==> src/rtl/csr_queue_pkg.sv <==
// Shared types for the CSR queue: the riscv and ariane_pkg definitions it relies on,
// plus queue-local helpers.
package riscv;
  localparam int unsigned XLEN = 64;
  typedef logic [XLEN-1:0] xlen_t;
endpackage

package ariane_pkg;
  localparam int unsigned NR_SB_ENTRIES = 8;
  localparam int unsigned TRANS_ID_BITS = $clog2(NR_SB_ENTRIES);
  localparam int unsigned CSR_ADDR_BITS = 12;

  typedef enum logic [3:0] {
    ADD,
    CSR_WRITE,
    CSR_READ,
    CSR_SET,
    CSR_CLEAR
  } fu_op;

  typedef struct packed {
    fu_op                     operation;
    riscv::xlen_t             operand_a;
    riscv::xlen_t             operand_b;
    logic [TRANS_ID_BITS-1:0] trans_id;
  } fu_data_t;

  typedef struct packed {
    fu_op                     op;
    riscv::xlen_t             wdata;
    logic [CSR_ADDR_BITS-1:0] addr;
    logic [TRANS_ID_BITS-1:0] trans_id;
  } csr_queue_entry_t;
endpackage

package csr_queue_pkg;
  // A single-entry queue still needs a one-bit pointer.
  function automatic int unsigned ptr_width(input int unsigned depth);
    return (depth > 1) ? $clog2(depth) : 1;
  endfunction
endpackage

==> src/rtl/csr_queue.sv <==
// In-order buffer of issued CSR operations; presents the oldest entry to the CSR
// file and releases it on commit. Optional serialise mode limits it to one in flight.
module csr_queue
  import ariane_pkg::*;
  import csr_queue_pkg::*;
#(
  parameter int unsigned DEPTH          = 2,
  parameter bit          SERIALIZE      = 1'b0,
  parameter int unsigned CSR_ADDR_WIDTH = 12
) (
  input  logic                         clk_i,
  input  logic                         rst_ni,
  input  logic                         flush_i,
  input  fu_data_t                     fu_data_i,
  input  logic                         csr_valid_i,
  output logic                         csr_ready_o,
  output riscv::xlen_t                 csr_result_o,
  input  logic                         csr_commit_i,
  output logic [CSR_ADDR_WIDTH-1:0]    csr_addr_o,
  output fu_op                         csr_op_o,
  output riscv::xlen_t                 csr_wdata_o,
  output logic [TRANS_ID_BITS-1:0]     csr_trans_id_o,
  output logic                         csr_pending_o,
  output logic [$clog2(DEPTH+1)-1:0]   csr_count_o
);

  localparam int unsigned PTR_W = ptr_width(DEPTH);
  localparam int unsigned CNT_W = $clog2(DEPTH + 1);

  csr_queue_entry_t       mem_q [DEPTH];
  csr_queue_entry_t       mem_d [DEPTH];
  logic [PTR_W-1:0]       wr_ptr_q, wr_ptr_d;
  logic [PTR_W-1:0]       rd_ptr_q, rd_ptr_d;
  logic [CNT_W-1:0]       count_q, count_d;
  logic                   push, pop, empty;
  csr_queue_entry_t       new_entry, head;
  logic                   unused_operand_b;

  function automatic logic [PTR_W-1:0] next_ptr(input logic [PTR_W-1:0] ptr);
    return (ptr == PTR_W'(DEPTH - 1)) ? '0 : ptr + PTR_W'(1);
  endfunction

  assign unused_operand_b = ^fu_data_i.operand_b[riscv::XLEN-1:CSR_ADDR_WIDTH];

  assign empty       = (count_q == '0);
  assign csr_ready_o = SERIALIZE ? empty : (count_q != CNT_W'(DEPTH));
  assign push        = csr_valid_i && csr_ready_o;
  assign pop         = csr_commit_i && !empty;

  assign csr_result_o  = fu_data_i.operand_a;
  assign csr_pending_o = !empty;
  assign csr_count_o   = count_q;

  // The address field is package-wide; narrower CSR address widths zero-extend into it.
  always_comb begin
    new_entry          = '0;
    new_entry.op       = fu_data_i.operation;
    new_entry.wdata    = fu_data_i.operand_a;
    new_entry.addr     = CSR_ADDR_BITS'(fu_data_i.operand_b[CSR_ADDR_WIDTH-1:0]);
    new_entry.trans_id = fu_data_i.trans_id;
  end

  always_comb begin
    mem_d    = mem_q;
    wr_ptr_d = wr_ptr_q;
    rd_ptr_d = rd_ptr_q;
    count_d  = count_q;
    if (flush_i) begin
      wr_ptr_d = '0;
      rd_ptr_d = '0;
      count_d  = '0;
    end else begin
      if (push) begin
        mem_d[wr_ptr_q] = new_entry;
        wr_ptr_d        = next_ptr(wr_ptr_q);
      end
      if (pop) begin
        rd_ptr_d = next_ptr(rd_ptr_q);
      end
      case ({push, pop})
        2'b10:   count_d = count_q + CNT_W'(1);
        2'b01:   count_d = count_q - CNT_W'(1);
        default: count_d = count_q;
      endcase
    end
  end

  always_ff @(posedge clk_i or negedge rst_ni) begin
    if (!rst_ni) begin
      mem_q    <= '{default: '0};
      wr_ptr_q <= '0;
      rd_ptr_q <= '0;
      count_q  <= '0;
    end else begin
      mem_q    <= mem_d;
      wr_ptr_q <= wr_ptr_d;
      rd_ptr_q <= rd_ptr_d;
      count_q  <= count_d;
    end
  end

  // Stale storage is masked so an empty queue shows a harmless ADD with zero fields.
  always_comb begin
    head           = mem_q[rd_ptr_q];
    csr_addr_o     = '0;
    csr_op_o       = ADD;
    csr_wdata_o    = '0;
    csr_trans_id_o = '0;
    if (!empty) begin
      csr_addr_o     = CSR_ADDR_WIDTH'(head.addr);
      csr_op_o       = head.op;
      csr_wdata_o    = head.wdata;
      csr_trans_id_o = head.trans_id;
    end
  end

  commit_on_empty: assert property (@(posedge clk_i) disable iff (!rst_ni)
    !(csr_commit_i && empty))
    else $warning("csr_queue: commit with empty queue ignored");

endmodule

==> config.mk <==
export PLATFORM = sky130hd
export DESIGN_NAME = csr_queue
export DESIGN_NICKNAME = d
export VERILOG_FILES = /design/src/rtl/csr_queue_pkg.sv /design/src/rtl/csr_queue.sv
export SDC_FILE = /design/constraint.sdc
export NUM_CORES = 1
export LEC_CHECK = 0
export BUFFER_PORTS_ARGS = -buffer_cell sky130_fd_sc_hd__buf_2
export CAP_MARGIN = 10
export CORE_ASPECT_RATIO = 0.6
export CORE_MARGIN = 3
export CORE_UTILIZATION = 38
export CTS_BUF_LIST = sky130_fd_sc_hd__clkbuf_16
export CTS_CLUSTER_SIZE = 16
export DETAILED_ROUTE_END_ITERATION = 7
export GPL_TIMING_DRIVEN = 0
export PLACE_DENSITY_LB_ADDON = 0.1
export SYNTH_ARGS = -nofsm -noshare
export SYNTH_HDL_FRONTEND = slang
export SYNTH_SLANG_ARGS = --single-unit
==> constraint.sdc <==
create_clock -name clk_i -period 2.54 [get_ports clk_i]
set_input_delay 0.254 -clock clk_i [delete_from_list [all_inputs] [get_ports clk_i]]
set_output_delay 0.254 -clock clk_i [all_outputs]
set_load 0.02 [all_outputs]
==> results.json, run 1 <==
{
  "syn_inst": 625,
  "finClkSkew_ns": 0.00948,
  "rsz0062_at_grt": "no",
  "cts.sinks": 170,
  "htree_levels": 4,
  "grt_max_degree": 127,
  "grt-ovfl-total": 0,
  "place_congestion": 0.749,
  "dieHeight_um": 119,
  "crit_arrival_ns": 2.05,
  "p_leak_nw": 4.98,
  "rr_worst_depth": 5,
  "synth_top_cell_by_area": "dfrtp_1",
  "syn_area_sq_um": 8160,
  "setup_viol_count_final": 0,
  "initial_core_util": 0.398,
  "min_period_ns": 2.31,
  "cp-end-kind": "primary output",
  "synth_compound_area_frac": 0.00552,
  "synth-xor-area-share": 0.00107,
  "path_class": "reg -> out",
  "dpl.hpwl_um": 14800,
  "outcome": "finished clean",
  "yosysWarnings": 0,
  "min_path_type": "in -> reg",
  "irDropWorstVdd_mv": 0.484,
  "cp.required_ns": 2.29,
  "drive_gt1_frac": 0.487,
  "wl_um": 20000,
  "worst_setup_path_start_kind": "register",
  "p_per_area_nw_per_um2": 795,
  "postLayoutSetupSlackWorst_ns": 0.231,
  "synth_most_common_cell": "dfrtp_1",
  "stdcell_area_sq_um": 10300,
  "synthesis.nets": 765,
  "vias_per_cell": 4.76,
  "final_hold_viol_count": 0,
  "clockRootBuffer": "clkbuf_16",
  "port-buffer-count": 238,
  "syn_to_final_growth_pct": 26.5,
  "cts_tree": "yes",
  "synth_edf_count": 0,
  "std_cell_rows": 40,
  "synth_commonest_cells": "dfrtp_1, mux2_1, nor2_1",
  "grt_pass1_wl_um": 31800,
  "tightest_slew_ns": 0.734,
  "grt_pass1_vias": 5976,
  "grt_use_total": 0.174,
  "diodes": 0,
  "total_power_mw": 8.20,
  "syn_avg_cell_area_sq_um": 13.1,
  "finalMaxSlewViolations": 0,
  "netlist.area_leader.share": 0.522,
  "synth_cell_types": 24,
  "pre_cts_slack_ns": 0.177,
  "cts_buffers": 17,
  "final_cells": 1170,
  "max_freq_mhz": 433,
  "relSlewSlack": 0.511,
  "synthMuxAreaShare": 0.332,
  "antenna_left": 0,
  "clk_pin_slew_ns": 0.07,
  "coreArea_sq_um": 20500,
  "final_core_util": 0.503,
  "ys_ff_latch": 170,
  "io_pins": 291,
  "async_reset_ff_frac": 1.00,
  "synth_fa_ha_area_frac": 0,
  "drt_pass1_iterations": 5,
  "wl_per_cell_um": 17.1,
  "min_path_cells": 2,
  "dpl.cell_count": 1137,
  "die_area_sq_um": 23300,
  "first_iter_violations": 183,
  "antenna_found_initial": 0,
  "synth_top_family_by_area": "multiplexers",
  "route.detailed.drc": 0,
  "cp_max_fo": 10,
  "drv_cap": 0,
  "fin_nets": 1024,
  "yosysSeqAreaShare": 0.522,
  "yosys.area_share.simple": 0.0468,
  "netlist_top_cells_area": "dfrtp_1, mux2_1, mux2i_1",
  "vias": 5573,
  "ys_dominant_reg_cell": "dfrtp_1",
  "dpl_cell_area_sq_um": 9730,
  "cts_buffer_depth": 2,
  "clock_latency_ns": 0.42,
  "die_x_um": 195,
  "fin_crit_sh": 0.909
}
-- placed cells by master, fill, tap and decap left out --
master | synthesis | routed
mux2i_1 | 84 | 84
bufinv_16 | 0 | 3
nor2_1 | 85 | 85
inv_2 | 2 | 2
clkbuf_16 | 0 | 17
buf_6 | 14 | 14
clkinvlp_4 | 0 | 2
buf_8 | 0 | 1
dfrtp_1 | 170 | 170
nor2b_4 | 1 | 1
nor4_2 | 1 | 1
or2_2 | 1 | 1
mux2_2 | 72 | 72
inv_1 | 1 | 6
o21ai_0 | 2 | 2
clkinv_2 | 0 | 1
nor3b_1 | 1 | 1
buf_16 | 0 | 1
or3_1 | 1 | 1
dlygate4sd3_1 | 0 | 1
clkbuf_2 | 0 | 5
mux2_1 | 94 | 94
xor2_1 | 1 | 1
nand4b_1 | 1 | 1
o211ai_1 | 1 | 1
buf_4 | 66 | 66
clkbuf_1 | 5 | 3
clkinv_1 | 0 | 4
nand3b_1 | 1 | 1
a21o_1 | 1 | 1
a21oi_1 | 4 | 4
buf_2 | 11 | 250
-- path summary, 6_finish.rpt --
| check | endpoint | slack (ns) | startpoint |
|---|---|---|---|
| max in group asynchronous | mem_q[74]$_DFFE_PN0P_ | 1.31 | rst_ni |
| min | mem_q[13]$_DFFE_PN0P_ | 0.05 | fu_data_i[13] |
| max reg2reg | mem_q[85]$_DFFE_PN0P_ | 0.57 | csr_count_o[1]$_DFFE_PN0P_ |
| min reg2reg | mem_q[149]$_DFFE_PN0P_ | 0.48 | mem_q[149]$_DFFE_PN0P_ |
| max | csr_wdata_o[60] | 0.23 | rd_ptr_q$_DFFE_PN0P_ |
| min in group asynchronous | mem_q[44]$_DFFE_PN0P_ | 0.32 | rst_ni |
-- registers in the layout (all words and copies together) (netlist names) --
| register | flops |
|---|---|
| mem_q | 166 |
| csr_count_o | 2 |
| rd_ptr_q | 1 |
| wr_ptr_q | 1 |
-- per-layer routing --
layer | GRT usage | part of all wire | up-vias
met1 | 0.234 | 0.47 | 2835
met5 | 0 | 0 | -
met2 | 0.281 | 0.47 | 128
li1 | - | - | 2600
met3 | 0.0438 | 0.050 | 10
met4 | 0.0454 | 0.0091 | 0
-- critical path: stages, from the launching register on --
cell	delay [ns]
dfrtp_1	0.32
clkbuf_1	0.11
buf_2	0.28
buf_2	0.43
mux2i_1	0.26
nor2_1	0.06
buf_2	0.16
-- metrics by stage --
step,hold slack [ns],setup TNS (ns)
after floorplan,-0.0416,0
after global placement,0.466,-223.88
after detailed placement,0.171,0
after CTS,0.0366,0
after global routing,0.0436,0
final,0.0547,0
-- logic make-up after synthesis --
kind of cell | Yosys count
muxes | 250
DFF | 170
buffers and inverters | 104
and+or+nand+nor | 92
AOI/OAI and AO/OA | 8
xor gates and xnor gates | 1
-- where the power goes --
group / internal [mW] / total, mW / switching, mW / leakage, nW
Sequential: 3.37 / 3.70 / 0.323 / 2.03
Clock: 1.51 / 2.54 / 1.03 / 0.289
Combinational: 0.947 / 1.96 / 1.01 / 2.66
-- layout make-up --
| class | instances | area (sq um) |
|---|---|---|
| clock buffers | 17 | 425 |
| plain buffers | 101 | 754 |
| well taps | 273 | 342 |
| fillers | 1886 | 10200 |
| multi-input cells | 351 | 3150 |
| repair buffers | 240 | 1240 |
| flip-flops and latches | 170 | 4250 |
| inverters | 3 | 11.3 |
| clock inverters | 15 | 144 |
-- timing repair --
| item | in CTS | in global routing |
|---|---|---|
| endpoints found under the hold margin | 44 | 0 |
| pin swaps | 0 | 0 |
| gates resized for setup | 4 | 3 |
| endpoints found under the setup margin | 60 | 30 |
| hold buffers | 1 | 0 |
| setup buffers | 0 | 0 |
No activity file was read; power rests on OpenSTA's default activity.
==> run 2, diff against run 1 <==
--- a/config.mk
+++ b/config.mk
@@ -9,3 +9,3 @@
 export CAP_MARGIN = 10
-export CORE_ASPECT_RATIO = 0.6
+export CORE_ASPECT_RATIO = 1.4
 export CORE_MARGIN = 3
==> constraint.sdc (replaced) <==
create_clock -name clk_i -period 2.54 [get_ports clk_i]
set_input_delay 0.508 -clock clk_i [delete_from_list [all_inputs] [get_ports clk_i]]
set_output_delay 0.508 -clock clk_i [all_outputs]
set_load 0.02 [all_outputs]
==> run 2 against run 1 <==
Clock power up 5%. Highest routed layer unchanged. Setup slack worse by 0.088 ns. Clock skew up 0.0016 ns. Maximum frequency decreased by 3.7%. Combinational power barely moved. Worst hold slack improved by 0.017 ns. Utilization fell by 0.53 points. Die area down 0.14%. Wire length down 4.5%. Flip-flop and latch count did not move.
==> results.json, run 2 (synthesized netlist as in run 1, its figures left out) <==
{
  "outcome": "finished clean",
  "path_class": "reg -> out",
  "dpl.hpwl_um": 14100,
  "htree_levels": 4,
  "tightest_slew_ns": 0.650,
  "final_common_cell": "buf_2",
  "clk_pin_slew_ns": 0.06,
  "rsz0062_at_grt": "no",
  "finalMaxSlewViolations": 0,
  "power_frac_comb": 0.234,
  "crit_family": "buffers and inverters",
  "postLayoutSetupSlackWorst_ns": 0.143,
  "clock_power_share": 0.321,
  "cts.sinks": 170,
  "grt_use_total": 0.169,
  "critPathBufInv": 3,
  "wl_um": 19100,
  "switching_share": 0.283,
  "path_cells": "nor2_1 -> buf_4 -> buf_2 -> nor2_1 -> buf_2",
  "crit_arrival_ns": 1.89,
  "grt_pass1_vias": 5953,
  "worst_setup_path_start_kind": "register",
  "internal_power_mw": 5.96,
  "post-cts-setup-buffer-count": 0,
  "grt_max_degree": 89,
  "cts_tree": "yes",
  "p_leak_nw": 4.99,
  "antenna_found_initial": 0,
  "setup_viol_count_final": 0,
  "fin_nets": 1023,
  "max_freq_mhz": 417,
  "min_period_ns": 2.40,
  "syn_to_final_growth_pct": 26.8,
  "min_path_type": "in -> async",
  "initial_core_util": 0.392,
  "cts_buffers": 17,
  "drv_cap": 0,
  "cts_buffer_depth": 2,
  "finClkSkew_ns": 0.0111,
  "cp_max_fo": 10,
  "die_x_um": 130,
  "final_hold_viol_count": 0,
  "die_area_sq_um": 23300,
  "crit_slowest_cell": "dfrtp_1",
  "dieHeight_um": 179,
  "drt_pass1_iterations": 4,
  "relSlewSlack": 0.567,
  "port-buffer-count": 238,
  "wl_per_cell_um": 16.6,
  "hold_slack_ns": 0.0716,
  "route.detailed.drc": 0,
  "fin_crit_sh": 0.944,
  "layout_common_cells": "buf_2, dfrtp_1, mux2_1",
  "cp.required_ns": 2.03,
  "max_stage_delay_ns": 0.48,
  "coreArea_sq_um": 20800,
  "io_pins": 291,
  "grt-ovfl-total": 0,
  "place_congestion": 0.746,
  "clock_latency_ns": 0.42,
  "power_frac_seq": 0.445,
  "vias": 5521,
  "pre_cts_slack_ns": -0.0364,
  "antenna_left": 0,
  "std_cell_rows": 62,
  "largest_register": "mem_q",
  "power.switching_mw": 2.35,
  "cp-end-kind": "primary output",
  "p_per_area_nw_per_um2": 804,
  "drive_gt1_frac": 0.493,
  "clockRootBuffer": "clkbuf_16",
  "first_iter_violations": 155,
  "grt_pass1_wl_um": 30600,
  "diodes": 0,
  "irDropWorstVdd_mv": 0.394,
  "largest_register_ffs": 166,
  "vias_per_cell": 4.80
}
==> run 2: final cells by class <==
class	instances	area (sq um)
Fill cell	1919	10400
Timing Repair Buffer	239	1230
Inverter	3	11.3
Multi-Input combinational cell	351	3150
Sequential cell	170	4250
Tap cell	256	320
Clock inverter	13	175
Buffer	101	781
Clock buffer	17	425
==> run 2: path summary, 6_finish.rpt <==
kind / startpoint / end / slack [ns] / cells past startpoint
max: csr_count_o[0]$_DFFE_PN0P_ / csr_op_o[0] / 0.14 / 5
min: rst_ni / mem_q[68]$_DFFE_PN0P_ / 0.07 / 1
max reg2reg: csr_count_o[1]$_DFFE_PN0P_ / mem_q[79]$_DFFE_PN0P_ / 0.72 / 6
min reg2reg: mem_q[136]$_DFFE_PN0P_ / mem_q[136]$_DFFE_PN0P_ / 0.48 / 1
max in group asynchronous: rst_ni / mem_q[79]$_DFFE_PN0P_ / 1.60 / 2
min in group clk_i: fu_data_i[13] / mem_q[13]$_DFFE_PN0P_ / 0.32 / 2
==> run 2: what timing repair did <==
| item | 4_1_cts | 5_1_grt |
|---|---|---|
| pin swaps | 0 | 0 |
| resized for setup | 13 | 7 |
| endpoints found under the setup margin | 63 | 55 |
| hold buffers | 0 | 0 |
| endpoints found under the hold margin | 0 | 0 |
==> run 2: layer usage <==
layer	routed length, um	vias up	track usage
met1	7570	2749	0.196
met4	248	0	0.0546
met3	1100	18	0.0439
met5	0	-	0
li1	-	2597	-
met2	10200	157	0.304
==> run 2: power groups by stage <==
stage	registers (mW)	clock network [mW]	logic [mW]
floorplan	3.64	0	1.38
global placement	3.69	0	1.91
detailed placement	3.75	0	1.98
CTS	3.70	2.76	1.99
global route	3.78	2.88	2.15
finish	3.69	2.67	1.94
==> run 2: metrics by stage <==
stage	TNS, ns	total power, mW	cell area [sq um]	util	instances
floorplan	0	5.03	8160	-	625
detailed placement	-0.213	5.73	9710	0.467	1120
finish	0	8.31	10300	0.497	1150
global route	0	8.82	10300	0.497	1150
global placement	-272.65	5.60	9670	0.465	1119
CTS	0	8.45	10300	0.497	1150
==> run 3, diff against run 2 <==
CORE_MARGIN = 2   (was 3)
CORE_UTILIZATION = 50   (was 38)
CTS_CLUSTER_DIAMETER = 200   (was not set)
==> run 3 against run 2 <==
The run now ends with negative hold slack left. Clock power shrank 8.6%. Register-to-register slack about the same. Die area shrank 25%. Wire length fell by 5.1%. Clock skew down 0.0055 ns. Worst hold slack worse by 0.080 ns. Cell area decreased by 1.2%. Via count barely moved. Non-clock buffer count unchanged. Maximum frequency decreased by 0.67%. First-iteration DRC count decreased by 14%. Combinational power is essentially flat. Critical path type unchanged.
==> results.json, run 3 (synthesized netlist as in run 1, its figures left out) <==
{
  "outcome": "finished with violations",
  "violations": "negative hold slack",
  "dpl.hpwl_um": 12900,
  "vias_per_cell": 5.04,
  "clock_power_share": 0.302,
  "std_cell_rows": 55,
  "cp.required_ns": 2.03,
  "cts_buffers": 17,
  "cp_max_fo": 10,
  "finalMaxSlewViolations": 0,
  "max_stage_delay_ns": 0.47,
  "grt_use_total": 0.214,
  "wl_per_cell_um": 16.5,
  "min_path_type": "in -> async",
  "crit_slowest_cell": "dfrtp_1",
  "die_area_sq_um": 17400,
  "final_common_cell": "buf_2",
  "path_class": "reg -> out",
  "syn_to_final_growth_pct": 25.3,
  "wl_um": 18100,
  "largest_register": "mem_q",
  "route.detailed.drc": 0,
  "fill_cells": 1358,
  "first_iter_violations": 133,
  "power_frac_seq": 0.458,
  "io_pins": 291,
  "power.switching_mw": 2.40,
  "worst_setup_path_start_kind": "register",
  "dieHeight_um": 155,
  "rsz0062_at_grt": "no",
  "hold_buffers": 0,
  "drive_gt1_frac": 0.496,
  "place_congestion": 0.724,
  "p_leak_nw": 4.94,
  "drv_cap": 0,
  "crit_family": "buffers and inverters",
  "cts_tree": "yes",
  "fin_nets": 1023,
  "grt_pass1_vias": 5937,
  "drt_pass1_iterations": 4,
  "internal_power_mw": 5.67,
  "initial_core_util": 0.507,
  "fin_crit_sh": 0.950,
  "tns_ns": 0,
  "switching_share": 0.297,
  "cts.sinks": 170,
  "tightest_slew_ns": 0.536,
  "relSlewSlack": 0.643,
  "port-buffer-count": 238,
  "antenna_found_initial": 0,
  "crit_arrival_ns": 1.90,
  "max_freq_mhz": 414,
  "path_cells": "nor2_1 -> clkbuf_4 -> buf_2 -> nor2_1 -> buf_2",
  "min_period_ns": 2.41,
  "post-cts-setup-buffer-count": 0,
  "diodes": 0,
  "htree_levels": 4,
  "p_per_area_nw_per_um2": 790,
  "cts-resized-gates": 12,
  "layout_common_cells": "buf_2, dfrtp_1, mux2_1",
  "coreArea_sq_um": 16100,
  "cp-end-kind": "primary output",
  "vias": 5518,
  "largest_register_ffs": 166,
  "power_frac_comb": 0.240,
  "cts_buffer_depth": 2,
  "setup_viol_count_final": 0,
  "clockRootBuffer": "clkbuf_16",
  "grt_max_degree": 107,
  "critPathBufInv": 3,
  "grt-ovfl-total": 0,
  "hold_slack_ns": -0.00827,
  "antenna_left": 0,
  "clock_latency_ns": 0.43,
  "finClkSkew_ns": 0.00562,
  "die_x_um": 112,
  "final_hold_viol_count": 2,
  "clk_pin_slew_ns": 0.07,
  "irDropWorstVdd_mv": 0.494,
  "grt_pass1_wl_um": 29400
}
-- run 3: worst paths after layout --
| path | cells past startpoint | slack [ns] | to | startpoint |
|---|---|---|---|---|
| max | 5 | 0.13 | csr_wdata_o[33] | csr_count_o[0]$_DFFE_PN0P_ |
| min | 1 | -0.008 | mem_q[66]$_DFFE_PN0P_ | rst_ni |
| max reg2reg | 6 | 0.71 | mem_q[80]$_DFFE_PN0P_ | csr_count_o[1]$_DFFE_PN0P_ |
| min reg2reg | 1 | 0.48 | mem_q[97]$_DFFE_PN0P_ | mem_q[97]$_DFFE_PN0P_ |
| max in group asynchronous | 2 | 1.66 | mem_q[18]$_DFFE_PN0P_ | rst_ni |
| min in group clk_i | 2 | 0.30 | mem_q[90]$_DFFE_PN0P_ | fu_data_i[7] |
-- run 3: power groups by stage --
stage               clock network (mW)  logic (mW)  registers, mW
global route                      2.60        2.12           3.79
detailed placement                   0        1.95           3.75
CTS                               2.49        1.97           3.70
floorplan                            0        1.38           3.64
finish                            2.44        1.93           3.70
global placement                     0        1.88           3.69
-- run 3: cell type report --
cell class | instances | area (sq um) | share of cell area
Multi-Input combinational cell | 351 | 3150 | 0.308
Tap cell | 199 | 249 | 0.0244
Clock buffer | 17 | 425 | 0.0416
Clock inverter | 15 | 129 | 0.0126
Buffer | 101 | 774 | 0.0758
Timing Repair Buffer | 239 | 1230 | 0.120
Sequential cell | 170 | 4250 | 0.416
Inverter | 3 | 11.3 | 0.00110
-- run 3: per-layer routing --
metal,wire length [um],track usage
met1,7070,0.236
met2,9750,0.402
met3,1020,0.0526
met4,260,0.0685
met5,0,0
-- run 3: stage by stage --
| step | worst slack, ns | util | power [mW] | cells | instance area, sq um |
|---|---|---|---|---|---|
| 2_1_floorplan | 0.610 | - | 5.03 | 625 | 8160 |
| 3_3_place_gp | -1.51 | 0.596 | 5.57 | 1062 | 9600 |
| 3_5_place_dp | -0.0190 | 0.598 | 5.70 | 1063 | 9630 |
| 4_1_cts | -0.00458 | 0.634 | 8.16 | 1095 | 10200 |
| 5_1_grt | 0.00432 | 0.634 | 8.50 | 1095 | 10200 |
| 6_report | 0.127 | 0.634 | 8.07 | 1095 | 10200 |
